**src/rtl/fetch_pkg.sv**
```systemverilog
// Shared types and constants for the instruction-fetch stage.
// Holds the fetch FSM state encoding, instruction field positions and PC constants.
// No logic; imported by fetch_unit and fetch_target_calc.
package fetch_pkg;

  typedef enum logic [2:0] {
    S_IDLE  = 3'd0,
    S_FETCH = 3'd1,
    S_WAIT  = 3'd2,
    S_VALID = 3'd3,
    S_DRAIN = 3'd4
  } t_fetch_state;

  // Instruction field positions (MIPS R/I/J formats)
  localparam int OPCODE_MSB = 31;
  localparam int OPCODE_LSB = 26;
  localparam int FUNCT_MSB  = 5;
  localparam int FUNCT_LSB  = 0;

  localparam logic [31:0] PC_STEP          = 32'd4;
  localparam logic [31:0] RESET_PC_DEFAULT = 32'h0000_0000;

endpackage

```
**src/rtl/fetch_target_calc.sv**
```systemverilog
// Next-PC candidates and decoder fields for the held instruction.
// Latency: purely combinational, zero cycles.
// Backpressure: none; the caller decides when a candidate is used.
module fetch_target_calc
  import fetch_pkg::*;
(
  input  logic [31:0] instr_i,
  input  logic [31:0] instr_pc_i,
  output logic [31:0] pc_plus4_o,
  output logic [31:0] jump_tgt_o,
  output logic [31:0] branch_tgt_o,
  output logic [5:0]  opcode_o,
  output logic [5:0]  funct_o
);

  // Sequential successor, wraps mod 2^32
  assign pc_plus4_o   = instr_pc_i + PC_STEP;

  // J-format: keep the top nibble of the successor, splice in the word index
  assign jump_tgt_o   = {pc_plus4_o[31:28], instr_i[25:0], 2'b00};

  // I-format: sign-extended word offset relative to the successor
  assign branch_tgt_o = pc_plus4_o + {{14{instr_i[15]}}, instr_i[15:0], 2'b00};

  assign opcode_o     = instr_i[OPCODE_MSB:OPCODE_LSB];
  assign funct_o      = instr_i[FUNCT_MSB:FUNCT_LSB];

endmodule

```
**src/rtl/fetch_unit.sv**
```systemverilog
// Instruction fetch: owns the PC, issues one imem read at a time, holds the result for decode.
// Latency: 3 cycles minimum per instruction (FETCH -> WAIT -> VALID) with zero-wait memory.
// Backpressure: the held instruction stays put until instr_ready; no new request is issued meanwhile.
module fetch_unit
  import fetch_pkg::*;
#(
  parameter logic [31:0] RESET_PC = RESET_PC_DEFAULT
) (
  input  logic        clk,
  input  logic        rst_n,
  output logic        imem_req,
  output logic [31:0] imem_addr,
  input  logic        imem_ready,
  input  logic        imem_rvalid,
  input  logic [31:0] imem_rdata,
  output logic        instr_valid,
  input  logic        instr_ready,
  output logic [31:0] instr,
  output logic [5:0]  opcode,
  output logic [5:0]  funct,
  output logic [31:0] instr_pc,
  input  logic        jmp,
  input  logic        branch,
  input  logic        alu_zero,
  input  logic        flush,
  input  logic [31:0] flush_pc,
  output logic [31:0] fetch_cnt
);

  t_fetch_state state_q;
  logic [31:0]  pc_q;
  logic         imem_req_q;
  logic         instr_valid_q;
  logic [31:0]  instr_q;
  logic [31:0]  instr_pc_q;
  logic [31:0]  fetch_cnt_q;

  logic [31:0]  pc_plus4;
  logic [31:0]  jump_tgt;
  logic [31:0]  branch_tgt;
  logic [31:0]  next_pc_d;

  fetch_target_calc u_target (
    .instr_i      (instr_q),
    .instr_pc_i   (instr_pc_q),
    .pc_plus4_o   (pc_plus4),
    .jump_tgt_o   (jump_tgt),
    .branch_tgt_o (branch_tgt),
    .opcode_o     (opcode),
    .funct_o      (funct)
  );

  // Next PC on accept: jump beats taken branch beats fall-through
  always_comb begin
    next_pc_d = pc_plus4;
    if (jmp) begin
      next_pc_d = jump_tgt;
    end else if (branch && alu_zero) begin
      next_pc_d = branch_tgt;
    end
  end

  // Fetch FSM with PC, held-instruction register and accept counter.
  // A flush that coincides with the owed response in WAIT/DRAIN drops that response
  // and goes straight back to FETCH, since nothing is outstanding any more.
  always_ff @(posedge clk or negedge rst_n) begin
    if (!rst_n) begin
      state_q       <= S_IDLE;
      pc_q          <= RESET_PC;
      imem_req_q    <= 1'b0;
      instr_valid_q <= 1'b0;
      instr_q       <= 32'd0;
      instr_pc_q    <= 32'd0;
      fetch_cnt_q   <= 32'd0;
    end else begin
      case (state_q)
        S_IDLE: begin
          state_q    <= S_FETCH;
          imem_req_q <= 1'b1;
        end
        S_FETCH: begin
          if (flush) begin
            pc_q <= flush_pc;
            if (imem_ready) begin
              state_q    <= S_DRAIN;
              imem_req_q <= 1'b0;
            end
          end else if (imem_ready) begin
            state_q    <= S_WAIT;
            imem_req_q <= 1'b0;
          end
        end
        S_WAIT: begin
          if (flush) begin
            pc_q <= flush_pc;
            if (imem_rvalid) begin
              state_q    <= S_FETCH;
              imem_req_q <= 1'b1;
            end else begin
              state_q <= S_DRAIN;
            end
          end else if (imem_rvalid) begin
            state_q       <= S_VALID;
            instr_q       <= imem_rdata;
            instr_pc_q    <= pc_q;
            instr_valid_q <= 1'b1;
          end
        end
        S_VALID: begin
          if (flush) begin
            pc_q          <= flush_pc;
            state_q       <= S_FETCH;
            imem_req_q    <= 1'b1;
            instr_valid_q <= 1'b0;
          end else if (instr_ready) begin
            pc_q          <= next_pc_d;
            fetch_cnt_q   <= fetch_cnt_q + 32'd1;
            state_q       <= S_FETCH;
            imem_req_q    <= 1'b1;
            instr_valid_q <= 1'b0;
          end
        end
        S_DRAIN: begin
          if (flush) begin
            pc_q <= flush_pc;
          end
          if (imem_rvalid) begin
            state_q    <= S_FETCH;
            imem_req_q <= 1'b1;
          end
        end
        default: begin
          state_q       <= S_IDLE;
          imem_req_q    <= 1'b0;
          instr_valid_q <= 1'b0;
        end
      endcase
    end
  end

  assign imem_req    = imem_req_q;
  assign imem_addr   = pc_q;
  assign instr_valid = instr_valid_q;
  assign instr       = instr_q;
  assign instr_pc    = instr_pc_q;
  assign fetch_cnt   = fetch_cnt_q;

endmodule

```
**config.mk**
```make
export PLATFORM = sky130hd
export DESIGN_NAME = fetch_unit
export DESIGN_NICKNAME = d
export VERILOG_FILES = /design/src/rtl/fetch_pkg.sv /design/src/rtl/fetch_target_calc.sv /design/src/rtl/fetch_unit.sv
export SDC_FILE = /design/constraint.sdc
export NUM_CORES = 1
export LEC_CHECK = 0
export CAP_MARGIN = 20
export CORE_UTILIZATION = 50
export DETAILED_ROUTE_END_ITERATION = 16
export PLACE_DENSITY = 0.82
export SYNTH_ARGS = -nofsm -noshare
export SYNTH_HDL_FRONTEND = slang
export SYNTH_HIERARCHICAL = 1
export SYNTH_SLANG_ARGS = --single-unit
export TNS_END_PERCENT = 100
```
**constraint.sdc**
```tcl
create_clock -name clk -period 10.3 [get_ports clk]
set_clock_uncertainty 0.05 [all_clocks]
set_input_delay 2.06 -clock clk [delete_from_list [all_inputs] [get_ports clk]]
set_output_delay 2.06 -clock clk [all_outputs]
set_load 0.02 [all_outputs]
```
* Word-level counts from Yosys, hierarchy flattened
Index checks and enable logic that the tools add are counted.
** Storage, ports and cells
- Register bits after elaboration :: 133
- Logic and storage cells :: 62
** Operators by class
- Add/subtract/negate cells :: 3
- Equal/unequal tests :: 12
- Muxes and demuxes :: 27
- Bitwise operators :: 2
- Reductions and logical operators :: 11
** Operator list (count)
- 2-to-1 mux 32 bit :: 5
- case mux 32 bit (2 select lines) :: 1
- adder 32 x 1 -> 32 bit (second input constant) :: 1
- adder 32 x 3 -> 32 bit (second input constant) :: 1
- adder 32 bit :: 1
- 2-to-1 mux 3 bit :: 9
- case mux 3 bit (5 select lines) :: 1
- AND reduction 3 bit :: 4
- != test 2 bit (second input constant) :: 5
- 2-to-1 mux 1 bit :: 9
- AND reduction 4 bit :: 2
- == test 3 x 2 -> 1 bit (second input constant) :: 2
- != test 3 bit (second input constant) :: 2
- OR reduction 3 bit :: 2
- case mux 1 bit (5 select lines) :: 1
- == test 3 x 1 -> 1 bit (second input constant) :: 1
- == test 3 bit (second input constant) :: 1
- zero test 3 bit :: 1
- case mux 1 bit (3 select lines) :: 1
- != test 2 x 1 -> 1 bit (second input constant) :: 1
- inverter 1 bit :: 2
- nonzero test 2 bit :: 1
- logical AND 1 bit :: 1

* Depth between registers and ports, before layout
- Depth in word-level cells :: 7
- Depth in mapped cells :: 18
- Depth with buffers taken out :: 16

* Modules after synthesis
Netlist, hierarchy kept.
** Modules (own cells, without submodules)
- fetch_unit :: instances 1, cells an instance 527, area each 6283.5 um^2, sequential area each 3328.2 um^2
- fetch_target_calc :: instances 1, cells an instance 329, area each 2371.0 um^2, sequential area each 0.0 um^2

* Worst setup path before layout
No wires, ideal clock.
- Path kind :: flip-flop to flip-flop
- Start :: reg instr_pc_q[4] (netlist: instr_pc[4])
- End :: reg pc_q[28] (netlist: imem_addr[28])
- Setup time :: 0.126 ns
- Arrival :: 3.627 ns
- Data required time :: 10.124 ns
- Slack :: 6.497 ns
- Stages on the path, launching flop included :: 17
- Buffers on the path :: 0
- Period minus slack after synthesis :: 3.803 ns
- Cell sequence :: dfrtp_1 and3_1 nand3_1 nor2_1 nand4_1 xnor2_1 ha_1 and3_1 nand4_1 o221ai_1 a31oi_2 o31ai_2 mux2i_1 o311ai_0 mux2i_1 o21ai_0 a221o_1
** Between the ends
- Word-level cells in the longest chain between the ends :: 7
** RTL lines
- start, declared :: RTL line fetch_unit.sv:35 : logic [31:0] instr_pc_q;
- start signal, assigned :: RTL line fetch_unit.sv:105 : instr_pc_q <= pc_q;
- adder 32 x 3 -> 32 bit :: RTL line fetch_target_calc.sv:17 : assign pc_plus4_o = instr_pc_i + PC_STEP;
- net pc_plus4[19] :: RTL line fetch_unit.sv:38 : logic [31:0] pc_plus4;
- adder 32 bit :: RTL line fetch_target_calc.sv:23 : assign branch_tgt_o = pc_plus4_o + {{14{instr_i[15]}}, instr_i[15:0], 2'b00};
- net branch_tgt[28] :: RTL line fetch_unit.sv:40 : logic [31:0] branch_tgt;
- 2-to-1 mux 32 bit :: RTL line fetch_unit.sv:58 : end else if (branch && alu_zero) begin
- 2-to-1 mux 32 bit :: RTL line fetch_unit.sv:56 : if (jmp) begin
- 2-to-1 mux 32 bit :: RTL line fetch_unit.sv:115 : end else if (instr_ready) begin
- 2-to-1 mux 32 bit :: RTL line fetch_unit.sv:110 : if (flush) begin
- case mux 32 bit (2 select lines) :: RTL line fetch_unit.sv:76 : case (state_q)
- end signal, assigned :: RTL line fetch_unit.sv:83 : pc_q <= flush_pc;
- end signal, assigned :: RTL line fetch_unit.sv:111 : pc_q <= flush_pc;
- end signal, assigned :: RTL line fetch_unit.sv:116 : pc_q <= next_pc_d;
- end, declared :: RTL line fetch_unit.sv:31 : logic [31:0] pc_q;
The timed path passes the listed nets, and every way through them passes these cells. The select of a mux whose other input is x is not followed.
A chain may end at the register's enable or synchronous reset.

* Final worst setup path
Same ends and word-level chain as after synthesis.

==> metrics.csv <==
metric;value;unit
sum of met3 wire segment lengths after detailed routing;1070;µm
number of distinct standard cells referenced by the synthesized netlist;61;
share of total power in sequential cells;29.0;%
P per Cell Area;288;nW/µm²
Hold Path Class;reg2reg;
number of max-slew violations in the final report;0;
period utilization;43.4;%
DP Wirelength;15800;µm
Total Routed Length;22300;µm
Stages on worst setup path;16;
Buffers on Ports;214;
CP max stage delay;560;ps
synthesized area per cell;10.1;µm²
relative area change from synthesis to final layout;29.5;%
cells traversed along the worst timing path;and3_1 -> nand3_1 -> nor2_1 -> nand4_1 -> xnor2_1 -> ha_1 -> and3_1 -> nand4_1 -> o221ai_1 -> a31oi_2 -> o31ai_2 -> mux2i_1 -> o311ai_0 -> mux2i_1 -> o21ai_0 -> a221o_1;
clock-pin slew on the worst setup and hold paths;60;ps
Cells on Worst Hold Path;1;
synthesized-area fraction occupied by adder cells;5.15;%
number of global-route vias before repair;6992;
proportion of layout cells with a drive suffix above 1;11.7;%
FMAX;223;MHz
number of vias after detailed routing;7135;
Rel. slew slack;29.1;%
area fraction in and, or, nand and nor cells after synthesis;15.4;%
chip width;134;µm
Bufs on Longest Clock Path;2;
dominant synthesized flop cell;sky130_fd_sc_hd__dfrtp_1;
combinational share of power;50.2;%
largest family of logic cells by synthesized area;simple AND/OR/NAND/NOR gates;
Initial Utilization;51.6;%
depth of the CTS H-tree;4;
Pwr Total;3230;µW
via density per instance;5.74;
Detailed Routing Iterations Pass 1;4;
clock insertion delay at the later pin of the skew report;430;ps
pin count of the biggest net entering global routing;80;
CTS tree;yes;
Final Wtd Congestion;0.908;
MaxCap Viol Count;0;
final-layout setup total negative slack;0;ps
share of flip-flops with an asynchronous set or reset after synthesis;100;%
Max IR drop VDD;0.159;mV
Synth warnings;6;
residual overflow from global routing;0;
Slew @ Worst Pin;1060;ps
core area;16800;µm²
root cell of the clock tree;sky130_fd_sc_hd__clkbuf_16;
count of boundary I/O pins;215;
1st-iter DRT viols;382;
number of buffers inserted by hold repair at cts;0;
clock network fraction of design power;20.9;%
Synth Cell Area;8650;µm²
switching part of the total power;40.7;%
cell-internal power;1910;µW
maximum fanout along the worst path;7;
die height;134;µm
multiplexer share of the synthesized area;12.1;%
Highest Signal Layer;met4;
antenna cells;0;
gate count after technology mapping;856;
CP Buf/Inv Count;0;
parity-gate share of the synthesized area counting xor and xnor cells;8.91;%
run status;finished, final reports clean;
wire length on met1;9800;µm
Detail Route Antenna Nets;0;
global-route usage over all layers;25.9;%
Resized cells post-CTS;0;
final number of setup-violating endpoints;0;
switching power summed over all nets;1310;µW
standard-cell row count;47;
cell at the slowest stage of the critical path;sky130_fd_sc_hd__nor2_1;
most common cell after layout, fill and taps aside;sky130_fd_sc_hd__clkdlybuf4s50_1;
antenna violations before repair;0;
total clock buffers created by CTS;17;
number of storage elements in the synthesis netlist;133;
leakage component of the power;0.00488;µW
Crit Path Class;reg2reg;
critical path's top delay family;simple AND/OR/NAND/NOR gates;
Compound-Gate Fraction of Synth Area;12.8;%
final hold violation count;0;
startpoint class of the critical path;register;
data arrival time at the worst-slack endpoint;4730;ps
total number of clock tree sinks;133;
Critical Path RT;10560;ps
portion of the post-synthesis area used by sequential elements;38.5;%
unrepaired setup endpoints after global routing;false;
global-route wire length before repair;36600;µm
post-CTS setup buffers;0;
shortest clock period the worst path allows after layout;4470;ps
number of cells on the worst reg-to-reg path;16;
DRC;0;
Critical Path End Type;register;
average wire length per cell after detail routing;18.0;µm
Die ar.;17800;µm²
routed wl met2;11000;µm
most frequent cells in the layout;sky130_fd_sc_hd__clkdlybuf4s50_1 (212), sky130_fd_sc_hd__dfrtp_1 (133), sky130_fd_sc_hd__nand2_1 (82);
layout net count;1117;
number of enable-type register cells in the synthesized netlist;0;
[worst register-to-register path, stage by stage (launching register included)]
cell and delay, ps:
sky130_fd_sc_hd__dfrtp_1 430, sky130_fd_sc_hd__and3_1 240, sky130_fd_sc_hd__nand3_1 180, sky130_fd_sc_hd__nor2_1 560
sky130_fd_sc_hd__nand4_1 200, sky130_fd_sc_hd__xnor2_1 180, sky130_fd_sc_hd__ha_1 390, sky130_fd_sc_hd__and3_1 250
sky130_fd_sc_hd__nand4_1 160, sky130_fd_sc_hd__o221ai_1 220, sky130_fd_sc_hd__a31oi_2 90, sky130_fd_sc_hd__o31ai_2 440
sky130_fd_sc_hd__mux2i_1 240, sky130_fd_sc_hd__o311ai_0 160, sky130_fd_sc_hd__mux2i_1 140, sky130_fd_sc_hd__o21ai_0 110
sky130_fd_sc_hd__a221o_1 330
[cells by family after synthesis]
kind of cell / Yosys count
flip-flops: 133
adder cells (fa/ha/maj): 35
AND/OR/NAND/NOR: 254
buffers and inverters: 95
XOR/XNOR: 88
AO/OA/AOI/OAI: 153
other: 1
multiplexers: 97
[synth_stat cells (9+ instances only)]
cell | n | area share [%]
sky130_fd_sc_hd__ha_1 | 34 | 4.9
sky130_fd_sc_hd__o21ai_0 | 45 | 2.6
sky130_fd_sc_hd__and2_0 | 18 | 1.3
sky130_fd_sc_hd__nand3_1 | 31 | 1.8
sky130_fd_sc_hd__buf_2 | 9 | 0.52
sky130_fd_sc_hd__mux2i_1 | 33 | 3.8
sky130_fd_sc_hd__a221o_1 | 33 | 3.8
sky130_fd_sc_hd__buf_4 | 50 | 4.3
sky130_fd_sc_hd__and2_1 | 17 | 1.2
sky130_fd_sc_hd__dfrtp_1 | 133 | 38
sky130_fd_sc_hd__a21oi_1 | 25 | 1.4
sky130_fd_sc_hd__mux2_2 | 64 | 8.3
sky130_fd_sc_hd__nand2_1 | 84 | 3.6
sky130_fd_sc_hd__clkbuf_1 | 18 | 0.78
sky130_fd_sc_hd__nor2_1 | 26 | 1.1
sky130_fd_sc_hd__xor2_1 | 20 | 2.0
sky130_fd_sc_hd__xnor2_1 | 68 | 6.9
sky130_fd_sc_hd__and3_1 | 11 | 0.80
sky130_fd_sc_hd__inv_1 | 11 | 0.48
sky130_fd_sc_hd__nand4_1 | 30 | 2.2
[power groups by stage]
stage          clock network [µW]  registers, µW  logic, µW
2_1_floorplan                   0           1080        903
3_3_place_gp                    0            931       1570
3_5_place_dp                    0            939       1610
4_1_cts                       684            932       1620
5_1_grt                       710            965       1740
6_report                      673            934       1620
[through the flow]
| stage | cell area [µm²] | worst slack, ps | cells | hold WS [ps] | util, % |
|---|---|---|---|---|---|
| 4_1_cts | 11200 | 5860 | 1241 | 434 | 66.8 |
| 5_1_grt | 11200 | 5530 | 1242 | 462 | 66.9 |
| 3_3_place_gp | 10500 | 5880 | 1209 | 410 | 62.9 |
| 2_1_floorplan | 8660 | 6500 | 857 | 532 | - |
| 3_5_place_dp | 10500 | 5810 | 1209 | 421 | 62.9 |
| 6_report | 11200 | 5830 | 1242 | 432 | 66.9 |
[layout make-up]
class                           instances  area, µm²
Tap cell                              220        275
Clock buffer                           18        439
Multi-Input combinational cell        629       4740
Timing Repair Buffer                  217       2170
Clock inverter                         14        215
Inverter                               11       41.3
Fill cell                            1338       5560
Sequential cell                       133       3330
[layer usage]
layer  global-route usage, %  vias to the layer above
met5                       0                        -
met2                    42.6                      215
met3                    5.25                       41
li1                        -                     3369
met4                    9.03                        0
met1                    33.9                     3510
[state kept, by name, summed over array words and instances, names as in the netlist]
register     count
fetch_cnt       32
imem_addr       32
imem_req         1
instr           32
instr_pc        32
instr_valid      1
state_q          3
[worst paths after layout]
path / startpoint / to / slack [ps]
worst max-delay path: instr_pc[4] / imem_addr[28] / 5830
worst min-delay path: fetch_cnt[31] / fetch_cnt[31] / 430
worst max register to register: instr_pc[4] / imem_addr[28] / 5830
worst min register to register: fetch_cnt[31] / fetch_cnt[31] / 430
max in group asynchronous: rst_n / instr_pc[24] / 7300
min in group asynchronous: rst_n / imem_addr[10] / 1530
No activity file was read; power rests on OpenSTA's default activity.
==> RTL edit 1: new RTL, same flow settings <==
Make the reset (`rst_n`) synchronous in one clocked block.
--- a/src/rtl/fetch_unit.sv
+++ b/src/rtl/fetch_unit.sv
@@ -64,5 +64,5 @@
   // A flush that coincides with the owed response in WAIT/DRAIN drops that response
   // and goes straight back to FETCH, since nothing is outstanding any more.
-  always_ff @(posedge clk or negedge rst_n) begin
+  always_ff @(posedge clk) begin
     if (!rst_n) begin
       state_q       <= S_IDLE;
Behaviour: differs if rst_n is asserted again (counterexample within 4 cycles, from zero or initial values and one cycle with rst_n low); with rst_n held inactive, the same outputs for 4 cycles.
==> RTL edit 1 against the original RTL <==
- core utilization increased by 0.40 points
- setup slack worse by 0.067 ns
- synthesized cell count grew 22%
- wire length grew 7.5%
- design area down 4.0%
- non-clock buffer count is 3 higher
- synthesized area fell by 4.6%
- critical path depth unchanged
- maximum frequency fell by 1.5%
- sequential cell count unchanged
- highest routed layer unchanged
Power is not compared: it rests on default switching activity, and its combinational part moved more than twofold at a synthesized area within 25%.
==> RTL edit 1: results (changes against the original RTL) <==
Placed design
  • Last weighted congestion value of the routability-driven placer: 0.8866 (-2.4%)
  • Detailed Place HPWL: 16640 microns (+5.1%)
  • Placed instance count: 1376 (+14%)

Route
  • DRT Pass-1 Iters: 5 (+1)
  • Post-detailed-route wirelength per cell: 17.03 microns (-5.2%)
  • Average via count per standard cell: 5.726 (-0.33%)
  • Total Routed Length: 23980 microns (+7.5%)
  • Number of DRC violations after detailed-routing iteration 0: 440 (+15%)

Setup path
  • Max incr delay on CP: 0.49 ns (-0.07 ns)
  • Reg2Reg Launch Point: instr_pc[10]$_SDFFE_PN0P_
  • Data arrival time of the critical path: 4.82 ns (+0.09 ns)
  • Max Fanout on Critical Path: 7 (unchanged)
  • Setup slack, reg-to-reg: 5.76 ns (-0.07 ns)
  • Endpoint of the lowest-slack register-to-register path: imem_addr[30]$_SDFFE_PN0P_
  • R2R cell count: 16 (unchanged)
  • Critical path's slowest cell: sky130_fd_sc_hd__dfxtp_1

CTS
  • Post-cts repair resize count: 0 (unchanged)
  • Register clock-pin slew on the reported worst setup and hold paths: 0.06 ns (about the same)
  • Clk Tree Root Cell: sky130_fd_sc_hd__clkbuf_16

Synth
  • Fraction of registers with async set/reset: 0% (-100 points)
  • Top flip-flop cell by instance count after synthesis: sky130_fd_sc_hd__dfxtp_1
  • Commonest cells in the netlist: 212 x sky130_fd_sc_hd__nand2_1, 133 x sky130_fd_sc_hd__dfxtp_1, 115 x sky130_fd_sc_hd__a21oi_1
  • Unique cell type count in the Yosys netlist: 58 (-4.9%)
  • Average footprint of a synthesized cell: 7.897 sq um (-22%)
  • Seq/Total Area, Yosys: 32.23% (-6.2 points)
  • Cells taking the most area after synthesis: sky130_fd_sc_hd__dfxtp_1 32%, sky130_fd_sc_hd__nand2_1 9.6%, sky130_fd_sc_hd__a21oi_1 7.0%, sky130_fd_sc_hd__ha_1 5.1%, sky130_fd_sc_hd__buf_4 4.5%

Global route
  • Antenna violations before repair: 0 (unchanged)
  • Number of global-route vias before repair: 7536 (+7.8%)
  • Wire length of the first global-routing pass: 37890 microns (+3.5%)
  • Total global routing track utilization: 28.23% (+2.3 points)
  • Pin count of the biggest net entering global routing: 94 (+18%)

Cells and area
  • Net total in the final layout: 1287 (+15%)
  • Share of post-route cells with drive strength above 1: 4.950% (-6.8 points)
  • Filler Cells Inserted: 1383 (+3.4%)

Hold path
  • Hold-critical path endpoint: instr_pc[11]$_SDFFE_PN0P_
  • Hold wc startpoint: imem_addr[11]$_SDFFE_PN0P_
  • Kind of path behind the tightest hold check: reg -> reg
  • Hold-critical path depth: 2 (+1)

Power and ir drop
  • Leakage power: between 3 and 4 nW

STA
  • Slew of the pin with the lowest slew margin: 1.072 ns (+0.01128 ns)
  • Count of final max-slew check failures: 0 (unchanged)

Outcome
  • Run status: complete, no violations
[RTL edit 1: changes by cell type in the layout (fill, tap and decap cells not counted), sizes merged, moves of 8 or more]
cell and change:
mux2 -64, xnor2 -26, or4 +17, a21oi +90, nand2 +128, dfrtp -133, dfxtp +133, o31ai +17
nand4 -9, o21ai +8
[RTL edit 1: area by class of cell]
class	instances	share of cell area, %
clock buffers	21	4.465
clock inverters	11	1.384
inverters	12	0.4302
multi-input cells	795	46.19
flip-flops and latches	133	24.74
well taps	216	2.512
repair buffers	220	20.28
[RTL edit 1: metal layers]
metal	vias up	share of wire, %	global-route usage [%]
met5	-	0	0
met1	3829	43	34.92
met4	0	1.4	9.398
met2	267	48	47.18
li1	3940	-	-
met3	26	7.5	7.899
[RTL edit 1: through the flow]
step	setup WS [ns]	power [W]	utilization, %	area, sq um	hold slack [ns]
CTS	5.790	0.001289	67.25	10760	0.4203
finish	5.759	0.001286	67.25	10760	0.4185
detailed placement	5.729	0.0006513	63.32	10130	0.4113
floorplan	6.473	0.0005950	-	8264	0.4905
global route	5.529	0.001318	67.25	10760	0.4294
global placement	5.755	0.0006502	63.32	10130	0.4078
[RTL edit 1: worst max path at each step]
stage                                    from                         end  slack (ns)  cells past startpoint
detailed placement                      rst_n  imem_addr[16]$_SDFFE_PN0P_        5.73                      7
global route        instr_pc[10]$_SDFFE_PN0P_  imem_addr[30]$_SDFFE_PN0P_        5.53                     16
global placement                        rst_n  imem_addr[25]$_SDFFE_PN0P_        5.75                      7
CTS                 instr_pc[10]$_SDFFE_PN0P_  imem_addr[30]$_SDFFE_PN0P_        5.79                     16
finish              instr_pc[10]$_SDFFE_PN0P_  imem_addr[30]$_SDFFE_PN0P_        5.76                     16
floorplan            instr_pc[4]$_SDFFE_PN0P_  imem_addr[28]$_SDFFE_PN0P_        6.47                     16
[RTL edit 1: where the power goes]
part | internal, W | switching [W] | leakage (nW)
clock network | 0.000406 | 0.000238 | 0.301
registers | 0.000525 | 0.0000106 | 1.08
logic | 0.0000557 | 0.0000507 | 2.60
total | 0.000986 | 0.000299 | 3.98
[RTL edit 1: cell families (layout without fill, tap and decap cells)]
group           after synthesis  in the layout  synth area share [%]
xor+xnor                     64             64                 6.786
simple gates                396            396                 22.98
buf+inv                     119            264                 7.861
compound gates              264            264                 20.58
other cells                   1              2               0.04540
mux                          34             34                 4.120
fa+ha+maj                    35             35                 5.392
flops                       133            133                 32.23
[RTL edit 1: worst register-to-register path, delay by kind of cell, from the launching register on]
kind / cells / cell delay, ns
AND/OR/NAND/NOR: 7 / 1.83
AO/OA/AOI/OAI: 5 / 1.23
flip-flops: 1 / 0.49
XOR/XNOR: 2 / 0.37
adder cells (fa/ha/maj): 1 / 0.35
multiplexers: 1 / 0.11
==> RTL edit 2: new RTL, same settings <==
Without the edit above. Encoding of `t_fetch_state`: now one-hot (5 bits for 5 states).
--- a/src/rtl/fetch_pkg.sv
+++ b/src/rtl/fetch_pkg.sv
@@ -4,10 +4,10 @@
 package fetch_pkg;
 
-  typedef enum logic [2:0] {
-    S_IDLE  = 3'd0,
-    S_FETCH = 3'd1,
-    S_WAIT  = 3'd2,
-    S_VALID = 3'd3,
-    S_DRAIN = 3'd4
+  typedef enum logic [4:0] {
+    S_IDLE  = 5'b00001,
+    S_FETCH = 5'b00010,
+    S_WAIT  = 5'b00100,
+    S_VALID = 5'b01000,
+    S_DRAIN = 5'b10000
   } t_fetch_state;
 
Formal check against the unedited RTL: no difference found for any inputs over 4 cycles, from zero or initial values and one cycle with rst_n low; so few cycles prove little.
==> RTL edit 2 against the original RTL <==
- global-route usage decreased by 1.2 points
- total power decreased by 7.2%
- first-iteration DRC count shrank 5.5%
- design area rose by 1.9%
- synthesized cell count is 6.3% higher
- sequential cell count rose by 2
- core utilization is 1.3 points lower
- hold slack improved by 0.0073 ns
- synthesized area grew 3.6%
- wire length hardly changed
- via count grew 0.29%
- setup slack better by 0.067 ns
- largest cell class unchanged
- largest power group unchanged
==> RTL edit 2: results (changes against the original RTL) <==
Route
  • Number of DRC violations after detailed-routing iteration 0: 361 (-5.5%)
  • Met1 Wirelength: 9486 microns (-3.2%)
  • DR DRC count: 0 (unchanged)
  • Total Routed Length: 22290 microns (about the same)
  • Wire length on met3: 1801 microns (+68%)
  • Routed length on met2: 10660 microns (-2.6%)
  • Average via count per standard cell: 5.509 (-4.1%)
  • DRT Pass-1 Iters: 5 (+1)

Power and ir drop
  • Leakage power: 5.217 nW (+6.9%)
  • Peak supply drop: 0.1397 mV (-12%)

Cells and area
  • Flip-flop and latch count: 135 (+1.5%)
  • Number of non-clock inverters: 12 (+1)
  • Net total in the final layout: 1169 (+4.7%)
  • Clock buffer count in the final layout: 20 (+2)
  • Clk tree area frac: 5.119% (-0.72 points)
  • Share of post-route cells with drive strength above 1: 7.356% (-4.4 points)
  • Area share of buffers outside the clock network: 19.11% (-0.25 points)
  • Filler Cells Inserted: 1407 (+5.2%)
  • Number of antenna diodes: 0 (unchanged)
  • Multi-input logic portion of the cell area: 43.31% (+1.0 points)
  • Sequential cell area: 0.003379 sq mm (+1.5%)
  • Non-clk bufs: 218 (+0.46%)
  • Number of multi-input combinational cells: 677 (+7.6%)

STA
  • Hold slack final: 0.4391 ns (+0.007293 ns)
  • Slew of the pin with the lowest slew margin: 1.041 ns (-0.01938 ns)
  • Finish-stage setup viols: 0 (unchanged)

Global route
  • Wire length of the first global-routing pass: 35420 microns (-3.2%)
  • Number of global-route vias before repair: 6978 (-0.20%)
  • Total global routing track utilization: 24.72% (-1.2 points)
  • Pin count of the biggest net entering global routing: 74 (-7.5%)

Setup path
  • CP Capture Point: imem_addr[28]$_DFFE_PN0P_
  • Reg2Reg Launch Point: instr_pc[4]$_DFFE_PN0P_
  • R2R cell count: 17 (+1)
  • Setup slack, reg-to-reg: 5.89 ns (+0.07 ns)
  • Data arrival time of the critical path: 4.66 ns (-0.07 ns)

Hold path
  • Hold-critical path endpoint: fetch_cnt[5]$_DFFE_PN0P_
  • Hold wc startpoint: fetch_cnt[5]$_DFFE_PN0P_

Synth
  • Cells taking the most area after synthesis: sky130_fd_sc_hd__dfrtp_1 37%, sky130_fd_sc_hd__mux2i_1 7.3%, sky130_fd_sc_hd__xnor2_1 6.3%, sky130_fd_sc_hd__mux2_1 6.2%, sky130_fd_sc_hd__nand2_1 4.8%
  • Seq/Total Area, Yosys: 37.70% (-0.75 points)
  • Unique cell type count in the Yosys netlist: 72 (+18%)
  • Commonest cells in the netlist: 134 x sky130_fd_sc_hd__dfrtp_1, 114 x sky130_fd_sc_hd__nand2_1, 65 x sky130_fd_sc_hd__mux2i_1

Placed design
  • Last weighted congestion value of the routability-driven placer: 0.8925 (-1.7%)
  • Detailed Place HPWL: 15900 microns (+0.41%)

Outcome
  • Run status: complete, no violations

CTS
  • Post-CTS repair timing setup buffer count: 0 (unchanged)
[RTL edit 2: cell count changes after synthesis, moves of 5 or more]
| cell | delta |
|---|---|
| sky130_fd_sc_hd__and2_0 | -17 |
| sky130_fd_sc_hd__clkbuf_1 | -5 |
| sky130_fd_sc_hd__and2_1 | -13 |
| sky130_fd_sc_hd__mux2_1 | +49 |
| sky130_fd_sc_hd__mux2i_1 | +32 |
| sky130_fd_sc_hd__nand4_1 | -8 |
| sky130_fd_sc_hd__mux2_2 | -48 |
| sky130_fd_sc_hd__nand2_1 | +30 |
| sky130_fd_sc_hd__o21ai_1 | +33 |
| sky130_fd_sc_hd__nor2_1 | +6 |
| sky130_fd_sc_hd__a221o_1 | -32 |
| sky130_fd_sc_hd__xor2_1 | +6 |
[RTL edit 2: logic make-up (layout without fill, tap and decap cells)]
group / Yosys count / in the layout / share of synthesized area, %
buf+inv: 99 / 262 / 7.314
other cells: 1 / 2 / 0.04184
xor+xnor: 91 / 91 / 8.976
simple gates: 258 / 258 / 14.24
compound gates: 161 / 161 / 11.33
fa+ha+maj: 35 / 35 / 4.969
flops: 135 / 135 / 37.70
mux: 130 / 130 / 15.42
[RTL edit 2: routing by layer]
layer	vias to the layer above	global-route usage (%)
li1	3490	-
met1	3404	30.15
met2	237	41.58
met3	25	7.196
met4	0	8.519
met5	-	0
[RTL edit 2: per-stage QoR]
step / utilization (%) / std cells / area (sq um) / setup slack, ns
after floorplan: - / 911 / 8967 / 6.603
after global placement: 62.07 / 1266 / 10810 / 6.033
after detailed placement: 62.07 / 1266 / 10810 / 5.945
after CTS: 65.42 / 1298 / 11390 / 5.933
after global routing: 65.54 / 1299 / 11410 / 5.574
final: 65.54 / 1299 / 11410 / 5.893
[RTL edit 2: report_power, final]
group	total (W)	internal [W]	switching (W)
registers	0.000897	0.000698	0.000199
logic	0.00149	0.000711	0.000783
clock network	0.000601	0.000367	0.000234
[RTL edit 2: critical path, stage by stage, from the launching register on]
cell                       delay, ns
sky130_fd_sc_hd__dfrtp_1        0.44
sky130_fd_sc_hd__and3_1         0.24
sky130_fd_sc_hd__nand3_1        0.19
sky130_fd_sc_hd__nor2_1         0.55
sky130_fd_sc_hd__nand4_1        0.19
sky130_fd_sc_hd__xnor2_1        0.19
sky130_fd_sc_hd__ha_1           0.40
sky130_fd_sc_hd__and3_1         0.25
sky130_fd_sc_hd__nand4_1        0.16
sky130_fd_sc_hd__o221ai_1       0.21
sky130_fd_sc_hd__a31oi_2        0.09
sky130_fd_sc_hd__o31ai_2        0.44
sky130_fd_sc_hd__mux2i_1        0.22
sky130_fd_sc_hd__o311ai_0       0.17
sky130_fd_sc_hd__mux2i_1        0.16
sky130_fd_sc_hd__o21ai_0        0.10
sky130_fd_sc_hd__mux2i_1        0.16
sky130_fd_sc_hd__o21ai_1        0.07
